$ cat src/rtl/writeback_stage.sv
// MEM/WB pipeline latch and writeback datapath: source select, sub-word load
// extraction, retired-instruction counting and the sticky halt flag.
module writeback_stage #(
    parameter int WORD_W = 32,
    parameter int RSEL_W = 5
) (
    input  logic              CLK,
    input  logic              RST,
    input  logic              stall,
    input  logic              flush,
    input  logic              mem_valid,
    input  logic              mem_regwen,
    input  logic [RSEL_W-1:0] mem_wsel,
    input  logic [1:0]        mem_wbsel,
    input  logic [2:0]        mem_ldtype,
    input  logic [WORD_W-1:0] mem_alu_out,
    input  logic [WORD_W-1:0] mem_dload,
    input  logic [WORD_W-1:0] mem_npc,
    input  logic              mem_halt,
    output logic              WEN,
    output logic [RSEL_W-1:0] wsel,
    output logic [WORD_W-1:0] wdat,
    output logic              halt,
    output logic [31:0]       retire_cnt
);

    logic              valid_q;
    logic              regwen_q;
    logic [RSEL_W-1:0] wsel_q;
    logic [1:0]        wbsel_q;
    logic [2:0]        ldtype_q;
    logic [WORD_W-1:0] alu_q;
    logic [WORD_W-1:0] dload_q;
    logic [WORD_W-1:0] npc_q;
    logic              halt_q;

    logic              capture;
    logic [1:0]        off;
    logic [7:0]        byte_val;
    logic [15:0]       half_val;
    logic [WORD_W-1:0] load_val;

    assign capture = ~halt & ~flush & ~stall;

    // Sticky halt is decided by the register value at the edge, so the
    // instruction presented on the edge that sets halt is still captured.
    always_ff @(posedge CLK or posedge RST) begin
        if (RST) begin
            valid_q  <= 1'b0;
            regwen_q <= 1'b0;
            wsel_q   <= '0;
            wbsel_q  <= 2'b00;
            ldtype_q <= 3'b000;
            alu_q    <= '0;
            dload_q  <= '0;
            npc_q    <= '0;
            halt_q   <= 1'b0;
        end else if (!halt) begin
            if (flush) begin
                valid_q <= 1'b0;
            end else if (!stall) begin
                valid_q  <= mem_valid;
                regwen_q <= mem_regwen;
                wsel_q   <= mem_wsel;
                wbsel_q  <= mem_wbsel;
                ldtype_q <= mem_ldtype;
                alu_q    <= mem_alu_out;
                dload_q  <= mem_dload;
                npc_q    <= mem_npc;
                halt_q   <= mem_halt;
            end
        end
    end

    always_ff @(posedge CLK or posedge RST) begin
        if (RST) begin
            halt       <= 1'b0;
            retire_cnt <= 32'd0;
        end else begin
            halt <= halt | (valid_q & halt_q);
            if (capture && mem_valid) begin
                retire_cnt <= retire_cnt + 32'd1;
            end
        end
    end

    // Little-endian extraction; halfword uses only off[1], no misalign trap.
    always_comb begin
        off      = alu_q[1:0];
        byte_val = 8'(dload_q >> {off, 3'b000});
        half_val = off[1] ? dload_q[31:16] : dload_q[15:0];
        load_val = dload_q;
        case (ldtype_q)
            3'b001:  load_val = {{24{byte_val[7]}}, byte_val};
            3'b010:  load_val = {{16{half_val[15]}}, half_val};
            3'b011:  load_val = {24'd0, byte_val};
            3'b100:  load_val = {16'd0, half_val};
            default: load_val = dload_q;
        endcase
    end

    always_comb begin
        wdat = alu_q;
        case (wbsel_q)
            2'b01:   wdat = load_val;
            2'b10:   wdat = npc_q;
            default: wdat = alu_q;
        endcase
    end

    assign wsel = wsel_q;
    assign WEN  = valid_q & regwen_q & ~halt_q & ~halt & (wsel_q != '0);

endmodule

$ cat config.mk
export PLATFORM = sky130hd
export DESIGN_NAME = writeback_stage
export DESIGN_NICKNAME = d
export VERILOG_FILES = /design/src/rtl/writeback_stage.sv
export SDC_FILE = /design/constraint.sdc
export NUM_CORES = 1
export LEC_CHECK = 0
export BUFFER_PORTS_ARGS = -buffer_cell sky130_fd_sc_hd__clkbuf_2
export CAP_MARGIN = 20
export CORE_ASPECT_RATIO = 0.75
export CORE_MARGIN = 4
export CORE_UTILIZATION = 49
export CTS_BUF_LIST = sky130_fd_sc_hd__clkbuf_8
export CTS_CLUSTER_DIAMETER = 60
export DETAILED_ROUTE_END_ITERATION = 16
export GPL_ROUTABILITY_DRIVEN = 0
export MAX_ROUTING_LAYER = met4
export PLACE_DENSITY = 0.86
export SLEW_MARGIN = 40
export SYNTH_ARGS = -nofsm -noshare
export SYNTH_HDL_FRONTEND = slang
export SYNTH_SLANG_ARGS = --single-unit
$ cat constraint.sdc
create_clock -name CLK -period 5.1 [get_ports CLK]
set_input_delay 1.53 -clock CLK [delete_from_list [all_inputs] [get_ports CLK]]
set_output_delay 1.53 -clock CLK [all_outputs]
set_load 0.02 [all_outputs]
==> impl_metrics.toml <==
[sta]
period_needed_ns = 4.49
worst_pin_slew_ns = 0.697
finalCritPeriodShare_pct = 88.0
final_hold_viol_count = 0
setup_tns_ns = 0
max_slew_margin_pct = 53.5
fin_hold_ws_ns = 0.472
clock.fmax_ghz = 0.223
setup_viol = 0
fin_skew_ns = 0.00941
setup_ws_ns = 0.614
finalMaxSlewViolations = 0
rsz0062_at_grt = "false"

[routing]
vias = 5497
ant_nets = 0
routedWlPerCell_um = 19.1
drcViolationCount = 0
via_per_inst = 5.69
detail_route.iter0.violations = 383
firstDrtPassIters = 5
wl_mm = 18.5

[synth]
synth-edff-count = 0
synth_top_cells_by_area = "dfrtp_1 (52%), mux2_2 (19%), nand2_1 (3.8%)"
synth_top_area_share_pct = 52.2
yosysSeqAreaShare_pct = 52.2
synth_ff_type = "dfrtp_1"
yosysWarnings = 0
syn_area_per_cell_um2 = 11.2
synth_fa_ha_area_share_pct = 0.552
synthMuxAreaShare_pct = 19.9
synth_area_um2 = 6800
syn-instance-count = 607
synth_compound_area_share_pct = 8.48
ys_ff_latch = 142
synth_top_family_by_area = "multiplexers"
synth_cell_types = 42
synthXorXnorAreaFrac_pct = 4.25
synth_fp_nets = 723
synth-simple-area-share_pct = 12.2
async_flop_share_pct = 100
synth_largest_area_cell = "dfrtp_1"

[setup_path]
crit_path_start = "ldtype_q[2]$_DFFE_PP0P_"
path_cells = "nand3b_1 > a2bb2oi_1 > o21ai_1 > o21bai_2 > buf_4 > o221ai_1 > clkbuf_2"
crit_arrival_ns = 2.96
slowest_stage = "dfrtp_1"
cp-end-kind = "output pin"
start_kind = "flip-flop"
crit_fanout = 16
path_class = "flip-flop to output pin"
critPathMaxStageDelay_ns = 0.57
r2r_start = "halt$_DFF_PP0_"
worstPathRequired_ns = 3.57

[cts]
cts.clk_slew.worst_paths_ns = 0.08
max-clock-path-buffers = 2
numCtsBuffers = 17
cts-hold-fix-buffers = 0
cts_setup_buffers = 0
clock_sinks = 142
cts_max_level = 4
worst_skew_pair.late_latency_ns = 0.44
clock-root-buffer = "clkbuf_8"
cts_resized = 0
cts_tree = "built"

[job]
maxCapViolCount = 0

[place]
io_buffers = 183
place_inst = 932
hpwl_mm = 13.5
dp_slack_ns = 0.846
dpl-instance-area_um2 = 7900

[power]
p_leak_nw = 3.83
power_density_nw_per_um2 = 680
clockPowerShare_pct = 17.9
p_int_mw = 3.22
vdd_ir_drop_max_mv = 0.348
swShare_pct = 43.4
p_seq_share_pct = 34.4
pwr-share-comb_pct = 47.7
switchingPower_mw = 2.47
power_mw = 5.69

[floorplan]
num_rows = 36
core_area_um2 = 13300
io_pins = 184
fp.dieH_um = 110
initial_utilization_pct = 51.2
dieArea_um2 = 15800
die_w_um = 144

[run_status]
status = "complete, no violations"

[worst_hold_path]
min-delay-path-class = "flip-flop to flip-flop"
min_from = "retire_cnt[31]$_DFFE_PP0P_"

[grt]
antenna_found_initial = 2
grt_pass1_wl_mm = 29.4
grt_max_degree = 70
grt_pass1_vias = 5550
gr-usage-all-layers_pct = 24.9
overflow = 0

[cells_and_area]
utilization_pct = 62.9
fin_cells = 966
fin_area_um2 = 8360
fin_nets = 896
area.growth.synth_to_final_pct = 22.9
drive_gt1_share_pct = 43.6
Yosys cell counts, drive strengths merged, types with 2 or more instances:
| cell type | n |
|---|---|
| inv | 6 |
| ha | 3 |
| nor4 | 4 |
| nor3 | 4 |
| nor2 | 59 |
| nand2 | 68 |
| xnor2 | 23 |
| o21ai | 8 |
| o221ai | 24 |
| mux2i | 8 |
| and2 | 2 |
| dfrtp | 142 |
| clkbuf | 30 |
| o22ai | 7 |
| o31ai | 7 |
| and3 | 2 |
| xor2 | 10 |
| nand3 | 9 |
| mux2 | 113 |
| buf | 7 |
| nor2b | 8 |
| nand2b | 5 |
| a21oi | 31 |
| nand4 | 11 |
| a211oi | 3 |
layout by cell type, fill, tap and decap left out, types with 4 or more instances in the layout:
master	n
clkbuf_2	183
dfrtp_1	142
mux2_2	113
nand2_1	68
nor2_1	58
a21oi_1	31
o221ai_1	24
xnor2_1	22
clkbuf_8	18
nand4_1	11
xor2_1	10
nand3_1	9
mux2i_1	8
nor2b_1	8
o22ai_1	7
o31ai_1	7
o21ai_0	7
buf_4	6
inv_1	5
nand2b_1	5
clkinvlp_4	4
bufinv_16	4
inv_6	4
path summary, 6_finish.rpt:
path,end,slack [ns],cells past startpoint
hold reg to reg,retire_cnt[31]$_DFFE_PP0P_,0.47,1
setup reg to reg,retire_cnt[26]$_DFFE_PP0P_,2.56,5
min in group asynchronous,retire_cnt[11]$_DFFE_PP0P_,1.14,2
setup / recovery,wdat[25],0.61,7
max in group asynchronous,dload_q[5]$_DFFE_PP0P_,2.96,3
hold / removal,retire_cnt[31]$_DFFE_PP0P_,0.47,1
flip-flops by register name, indices dropped and copies added, names as in the netlist, 2 cells and up:
name	count
alu_q	32
dload_q	32
npc_q	32
retire_cnt	32
wsel	5
ldtype_q	3
wbsel_q	2
cell families after synthesis:
kind of cell,Yosys count
XOR/XNOR,33
flip-flops,142
buffers and inverters,43
AO/OA/AOI/OAI,86
adder cells (fa/ha/maj),3
multiplexers,121
AND/OR/NAND/NOR,179
power groups by stage:
stage               Clock [mW]  Sequential, mW  Combinational, mW
finish                    1.02            1.96               2.71
global route              1.09            2.02               2.96
CTS                       1.04            1.95               2.70
detailed placement           0            1.97               2.68
global placement             0            1.94               2.64
floorplan                    0            1.86               1.90
per-layer routing:
layer	GRT usage (%)	vias up	share of wire [%]
met5	-	-	0
li1	-	2513	-
met3	6.43	31	7.3
met2	36.7	250	45
met4	6.65	0	1.8
met1	34.5	2703	46
cell type report:
cell class	count	area [um^2]
clock buffers	18	248
multi-input cells	422	3110
fillers	1040	4930
flip-flops and latches	142	3550
clock inverters	14	204
inverters	6	26.3
well taps	171	214
repair buffers	191	1000
diodes	2	5.00
critical path, delay by kind of cell (launching register included):
| family | cells | cell delay (ns) |
|---|---|---|
| compound gates | 4 | 1.21 |
| buf+inv | 2 | 0.47 |
| simple gates | 1 | 0.26 |
| flops | 1 | 0.57 |
Power figures use the tool's default switching activity.
